--- src/rtl/seq_checker_3_pkg.sv ---
// Shared types for the modulo-3 sequence checker: FSM state encoding,
// fault cause codes and the modulo-3 successor helper.
package seq_chk_pkg;

  typedef enum logic [1:0] {
    ST_SYNC   = 2'd0,
    ST_LOCKED = 2'd1,
    ST_FAULT  = 2'd2
  } state_t;

  localparam logic [1:0] ERR_NONE    = 2'b00;
  localparam logic [1:0] ERR_ILLEGAL = 2'b01;
  localparam logic [1:0] ERR_STEP    = 2'b10;
  localparam logic [1:0] ERR_HOLD    = 2'b11;

  function automatic logic [1:0] mod3_next(input logic [1:0] v);
    return (v == 2'd2) ? 2'd0 : v + 2'd1;
  endfunction

endpackage

--- src/rtl/seq_checker_3_if.sv ---
// Observation bus between the counter side (master) and the sequence
// checker (slave): counter state and clear in, status out.
interface seq_checker_3_if #(
  parameter int WRAP_W = 8
);
  logic [1:0]        q;
  logic              clr;
  logic              locked;
  logic              err;
  logic [1:0]        err_code;
  logic [WRAP_W-1:0] wraps;

  modport master (
    output q, clr,
    input  locked, err, err_code, wraps
  );

  modport slave (
    input  q, clr,
    output locked, err, err_code, wraps
  );
endinterface

--- src/rtl/seq_checker_3_sat_counter.sv ---
// Saturating up-counter with synchronous clear; holds at all-ones.
module sat_counter #(
  parameter int W = 8
) (
  input  logic         clk,
  input  logic         reset,
  input  logic         clr,
  input  logic         inc,
  output logic [W-1:0] count
);

  always_ff @(posedge clk or negedge reset) begin
    if (!reset) begin
      count <= '0;
    end else if (clr) begin
      count <= '0;
    end else if (inc && (count != {W{1'b1}})) begin
      count <= count + 1'b1;
    end
  end

endmodule

--- src/rtl/seq_checker_3.sv ---
// Checks the 0->1->2->0 sequence of a modulo-3 counter, locks after LOCK_CNT
// legal steps, counts wraps and latches the first fault.
// Optional macro SEQ_CHECKER_HOLD_EN: a hold while locked is accepted.
module seq_checker_3
  import seq_chk_pkg::*;
#(
  parameter int WRAP_W   = 8,
  parameter int LOCK_CNT = 3
) (
  input  logic           clk,
  input  logic           reset,
  seq_checker_3_if.slave bus
);

  localparam logic [3:0] LOCK_TGT = 4'(LOCK_CNT);

  state_t     state_reg;
  logic [3:0] run_reg;
  logic [1:0] prev_q_reg;
  logic       prev_valid_reg;
  logic       locked_reg;
  logic       err_reg;
  logic [1:0] err_code_reg;

  logic       legal;
  logic       hold;
  logic       wrap_inc;
  logic [3:0] run_inc;

  // A step is only judged once a previous sample exists and was itself legal.
  assign legal    = prev_valid_reg && (prev_q_reg != 2'd3) && (bus.q == mod3_next(prev_q_reg));
  assign hold     = prev_valid_reg && (bus.q == prev_q_reg);
  assign wrap_inc = (state_reg == ST_LOCKED) && legal && (prev_q_reg == 2'd2) && !bus.clr;
  assign run_inc  = run_reg + 4'd1;

  always_ff @(posedge clk or negedge reset) begin
    if (!reset) begin
      state_reg      <= ST_SYNC;
      run_reg        <= 4'd0;
      prev_q_reg     <= 2'd0;
      prev_valid_reg <= 1'b0;
      locked_reg     <= 1'b0;
      err_reg        <= 1'b0;
      err_code_reg   <= ERR_NONE;
    end else begin
      prev_q_reg <= bus.q;
      if (bus.clr) begin
        state_reg      <= ST_SYNC;
        run_reg        <= 4'd0;
        prev_valid_reg <= 1'b0;
        locked_reg     <= 1'b0;
        err_reg        <= 1'b0;
        err_code_reg   <= ERR_NONE;
      end else begin
        prev_valid_reg <= 1'b1;
        case (state_reg)
          ST_SYNC: begin
            if (legal) begin
              run_reg <= run_inc;
              if (run_inc == LOCK_TGT) begin
                state_reg  <= ST_LOCKED;
                locked_reg <= 1'b1;
              end
            end else begin
              run_reg <= 4'd0;
            end
          end
          ST_LOCKED: begin
            if (bus.q == 2'd3) begin
              state_reg    <= ST_FAULT;
              locked_reg   <= 1'b0;
              err_reg      <= 1'b1;
              err_code_reg <= ERR_ILLEGAL;
            end else if (legal) begin
              state_reg <= ST_LOCKED;
            end else if (hold) begin
`ifdef SEQ_CHECKER_HOLD_EN
              state_reg <= ST_LOCKED;
`else
              state_reg    <= ST_FAULT;
              locked_reg   <= 1'b0;
              err_reg      <= 1'b1;
              err_code_reg <= ERR_HOLD;
`endif
            end else begin
              state_reg    <= ST_FAULT;
              locked_reg   <= 1'b0;
              err_reg      <= 1'b1;
              err_code_reg <= ERR_STEP;
            end
          end
          ST_FAULT: state_reg <= ST_FAULT;
          default: begin
            state_reg  <= ST_SYNC;
            run_reg    <= 4'd0;
            locked_reg <= 1'b0;
          end
        endcase
      end
    end
  end

  sat_counter #(
    .W(WRAP_W)
  ) u_wraps (
    .clk   (clk),
    .reset (reset),
    .clr   (bus.clr),
    .inc   (wrap_inc),
    .count (bus.wraps)
  );

  assign bus.locked   = locked_reg;
  assign bus.err      = err_reg;
  assign bus.err_code = err_code_reg;

endmodule

--- src/flat_wrapper.sv ---
// flat-port wrapper written by rule: the top's interface ports become plain ports
module seq_checker_3_flat import seq_chk_pkg::*;
#(
  parameter int WRAP_W   = 8,
  parameter int LOCK_CNT = 3
)
  (clk, reset, bus_q, bus_clr, bus_locked, bus_err, bus_err_code, bus_wraps);
  seq_checker_3_if #(.WRAP_W(WRAP_W)) bus_i ();
  input  logic clk;
  input  logic reset;
  input wire logic [$bits(bus_i.q)-1:0] bus_q;
  input wire logic [$bits(bus_i.clr)-1:0] bus_clr;
  output wire logic [$bits(bus_i.locked)-1:0] bus_locked;
  output wire logic [$bits(bus_i.err)-1:0] bus_err;
  output wire logic [$bits(bus_i.err_code)-1:0] bus_err_code;
  output wire logic [$bits(bus_i.wraps)-1:0] bus_wraps;
  assign bus_i.q = bus_q;
  assign bus_i.clr = bus_clr;
  assign bus_locked = bus_i.locked;
  assign bus_err = bus_i.err;
  assign bus_err_code = bus_i.err_code;
  assign bus_wraps = bus_i.wraps;
  seq_checker_3 #(.WRAP_W(WRAP_W), .LOCK_CNT(LOCK_CNT)) u_core (.clk(clk), .reset(reset), .bus(bus_i));
endmodule
--- config.mk ---
export PLATFORM = sky130hd
export DESIGN_NAME = seq_checker_3_flat
export DESIGN_NICKNAME = d
export VERILOG_FILES = /design/src/rtl/seq_checker_3_pkg.sv /design/src/rtl/seq_checker_3_if.sv /design/src/rtl/seq_checker_3_sat_counter.sv /design/src/rtl/seq_checker_3.sv /design/src/flat_wrapper.sv
export SDC_FILE = /design/constraint.sdc
export NUM_CORES = 1
export LEC_CHECK = 0
export CAP_MARGIN = 40
export CORE_MARGIN = 8
export CORE_UTILIZATION = 47
export DETAILED_ROUTE_END_ITERATION = 8
export GPL_ROUTABILITY_DRIVEN = 0
export PLACE_DENSITY = 0.71
export SYNTH_ARGS = -nofsm -noshare
export SYNTH_HDL_FRONTEND = slang
export SYNTH_SLANG_ARGS = --single-unit
--- constraint.sdc ---
create_clock -name clk -period 2.7 [get_ports clk]
set_clock_uncertainty 0.1 [all_clocks]
set_input_delay 0.54 -clock clk [delete_from_list [all_inputs] [get_ports clk]]
set_output_delay 0.54 -clock clk [all_outputs]
set_load 0.005 [all_outputs]
==> impl_metrics.ini <==
[outcome]
status = completed

[sta]
final-setup-viol-count = 0
worst_slew_pin_slew_ns = 0.467
finalHoldViolCount = 0
unrepaired_setup_endpoints_after_global_routing = no
fmax_mhz = 482
timing.hold.ws_ns = 0.414
finalCriticalPeriod_ns = 2.08
finalCritPeriodShare_pct = 76.9
relSlewSlack_pct = 68.8
setup-tns-final_ns = 0
timing_max_transition_violations_final = 0

[finish]
diodes = 0
layout.cell_area.non_filler_sq_um = 1390
multi_input_comb_area_sq_um = 607
drive_above_1_share_pct = 6.57
largest_register_ff_count = 8
final-seq-area_sq_um = 526
fin_nets = 150
fill_cells = 206
area_growth_syn_to_layout_pct = 20.1

[power]
vdd.ir_drop.worst_v = 0.000269
powerDensity_nw_per_um2 = 366
total_leakage_power_uw = 0.000608

[grt]
grt_use_total_pct = 12.0
first_pass_grt_wire_length_microns = 4090
grt_pass1_vias = 936
largest_net_degree_at_the_start_of_global_routing = 22
grt_antenna_before_repair = 0
grt_overflow = 0

[routing]
routed_wirelength_microns = 2350
vias = 937
avgViaCountPerCell = 5.61
routedWlPerCell_microns = 14.1
initialDrtViolationCount = 41
detail_route.drc_violations = 0
final_antenna_net_count = 0
drt_pre_antenna_iters = 4

[job]
cap_viol_max_count = 0

[floorplan]
die_x_microns = 65.7
dieArea_sq_um = 4310
core.rowCount = 18
floorplan.core_area_sq_um = 2410
die-height_microns = 65.7
initial_utilization_pct = 48.1
io-pin-count = 17

[placement]
placement.cell_area_sq_um = 1360
post-dp-hpwl_microns = 1740
io_buffers = 16

[worst_setup_path]
setup.worst_path.start_class = primary input
r2r-end = u_core.state_reg[0]
critical_path.slowest_cell = sky130_fd_sc_hd__clkdlybuf4s50_1
timing.reg2reg.setup_slack_ns = 0.63
worstPathCellList = clkdlybuf4s50_1, xnor2_1, o31ai_4, nand3_2, or3_1, a21oi_1
critical_path_required_ns = 2.83
worst_ep_arrival_ns = 2.21
worstPathMaxFanout = 7
timing.critical_path.slowest_cell_delay_ns = 0.59
path_class = in2reg
end_kind = register
worst_r2r_startpoint = u_core.run_reg[0]
worstRegToRegCells = 6

[min_path]
hp-start = u_core.bus.err
timing.hold.worst.class = reg2reg
whs_path_depth = 2
min_delay_worst_endpoint = u_core.bus.err

[synthesis]
ys_top_cells_by_area = sky130_fd_sc_hd__dfrtp_1 (45%), sky130_fd_sc_hd__ha_1 (7.6%), sky130_fd_sc_hd__nor2_1 (5.5%), sky130_fd_sc_hd__xor2_1 (3.8%), sky130_fd_sc_hd__a21oi_1 (3.0%)
yosys_most_used_dff = sky130_fd_sc_hd__dfrtp_1
share_of_synthesized_area_spent_on_multiplexers_pct = 1.73
postSynthRegisterBits = 21
post_synth_fa_ha_maj_area_fraction_pct = 7.56
synthXorXnorAreaFrac_pct = 5.29
yosysUniqueCellTypes = 35
synthesized_netlist_net_count = 129
synth_sequential_area_ratio_pct = 45.4
synth_common_cells = sky130_fd_sc_hd__dfrtp_1 (21), sky130_fd_sc_hd__nor2_1 (17), sky130_fd_sc_hd__a21oi_1 (7), sky130_fd_sc_hd__ha_1 (7), sky130_fd_sc_hd__nand2_1 (7)
edff_count_synth = 0
yosys_synthesis_warning_count = 0
synth_compound_area_share_pct = 14.9
synth_top_area_share_pct = 45.4
synth_most_common_cell = sky130_fd_sc_hd__dfrtp_1
largest_family_of_logic_cells_by_synthesized_area = simple AND/OR/NAND/NOR gates
post_synth.cell_area_avg_sq_um = 9.90
post_synth_inst_count = 117
yosys.area_share.simple_pct = 22.9
synth_top_area_cell = sky130_fd_sc_hd__dfrtp_1
asr_flop_ratio_synth_pct = 100
netlist_area_sq_um = 1160

[clocking]
clock-sinks = 21
post_cts_buffers = 0
tritoncts = done
cts_max_path_buffers = 2
clk_latency_ns = 0.30
cts_inserted_buffers = 3
clk_root_buffer_cell = sky130_fd_sc_hd__clkbuf_4
post_cts_resized = 0
count_of_hold_buffers_inserted_by_post_cts_repair = 0
cts_max_level = 1
clkSlewWorstSetupHoldPaths_ns = 0.12
worst max-delay path by stage:
stage	from	to	slack [ns]	cells past startpoint
2_1_floorplan	u_core.run_reg[0]	u_core.state_reg[0]	0.84	6
3_3_place_gp	bus_q[0]	u_core.run_reg[0]	0.36	6
3_5_place_dp	bus_q[0]	u_core.run_reg[1]	0.30	6
4_1_cts	u_core.run_reg[0]	u_core.state_reg[0]	0.62	6
5_1_grt	bus_q[0]	u_core.run_reg[0]	0.48	6
6_report	bus_q[0]	u_core.run_reg[1]	0.62	6
power by group:
group / leakage, uW / switching, uW / internal [uW]
Sequential: 0.000286 / 4.61 / 317
Clock: 0.0000177 / 96.9 / 55.2
Combinational: 0.000304 / 21.3 / 14.5
per-layer routing:
| metal | track usage, % | part of all wire (%) | vias up |
|---|---|---|---|
| li1 | - | - | 465 |
| met1 | 14.9 | 47 | 451 |
| met2 | 19.2 | 47 | 19 |
| met3 | 2.89 | 4.5 | 2 |
| met4 | 4.90 | 0.85 | 0 |
| met5 | 0 | 0 | - |
per-stage QoR:
step	util (%)	setup slack, ns	power [uW]	std cells
3_5_place_dp	56.6	0.298	365	163
6_report	57.7	0.624	510	167
2_1_floorplan	-	0.841	344	117
5_1_grt	57.7	0.480	531	167
4_1_cts	57.7	0.617	516	167
3_3_place_gp	56.6	0.361	364	163
area by class of cell:
| class | instances | area share, % |
|---|---|---|
| Timing Repair Buffer | 18 | 12.6 |
| Tap cell | 30 | 2.70 |
| Multi-Input combinational cell | 89 | 43.6 |
| Clock buffer | 3 | 1.62 |
| Inverter | 5 | 1.35 |
| Clock inverter | 1 | 0.360 |
| Sequential cell | 21 | 37.8 |
worst max-delay path, delay by kind of cell:
family	cells	cell delay, ns
xor gates and xnor gates	1	0.13
AOI/OAI and AO/OA	2	0.44
and+or+nand+nor	2	0.49
buffers and inverters	1	0.59
logic make-up (layout without fill, tap and decap cells):
group	after synthesis	after routing
AO/OA/AOI/OAI	23	23
AND/OR/NAND/NOR	50	50
XOR/XNOR	7	7
flip-flops	21	21
buffers and inverters	7	27
adder cells (fa/ha/maj)	7	7
multiplexers	2	2
cell usage in the layout (no fill, tap or decap):
cell                              instances
sky130_fd_sc_hd__a21boi_0                 1
sky130_fd_sc_hd__a21boi_1                 1
sky130_fd_sc_hd__a21o_1                   1
sky130_fd_sc_hd__a21oi_1                  7
sky130_fd_sc_hd__a2bb2oi_1                2
sky130_fd_sc_hd__a311o_1                  1
sky130_fd_sc_hd__a311oi_1                 2
sky130_fd_sc_hd__a31oi_1                  1
sky130_fd_sc_hd__and3_1                   4
sky130_fd_sc_hd__and3b_1                  1
sky130_fd_sc_hd__and4bb_2                 1
sky130_fd_sc_hd__buf_4                    2
sky130_fd_sc_hd__clkbuf_4                 3
sky130_fd_sc_hd__clkdlybuf4s50_1         16
sky130_fd_sc_hd__clkinv_2                 1
sky130_fd_sc_hd__dfrtp_1                 21
sky130_fd_sc_hd__ha_1                     7
sky130_fd_sc_hd__inv_1                    5
sky130_fd_sc_hd__mux2i_1                  2
sky130_fd_sc_hd__nand2_1                  7
sky130_fd_sc_hd__nand3_1                  6
sky130_fd_sc_hd__nand3_2                  1
sky130_fd_sc_hd__nand4_1                  5
sky130_fd_sc_hd__nand4bb_1                1
sky130_fd_sc_hd__nor2_1                  17
sky130_fd_sc_hd__nor2b_1                  1
sky130_fd_sc_hd__nor3_1                   1
sky130_fd_sc_hd__nor4_1                   1
sky130_fd_sc_hd__o211a_1                  1
sky130_fd_sc_hd__o21ai_0                  2
sky130_fd_sc_hd__o22ai_1                  1
sky130_fd_sc_hd__o31a_1                   1
sky130_fd_sc_hd__o31ai_1                  1
sky130_fd_sc_hd__o31ai_4                  1
sky130_fd_sc_hd__or3_1                    3
sky130_fd_sc_hd__or4b_1                   1
sky130_fd_sc_hd__xnor2_1                  2
sky130_fd_sc_hd__xor2_1                   5
No activity file was read; power rests on OpenSTA's default activity.
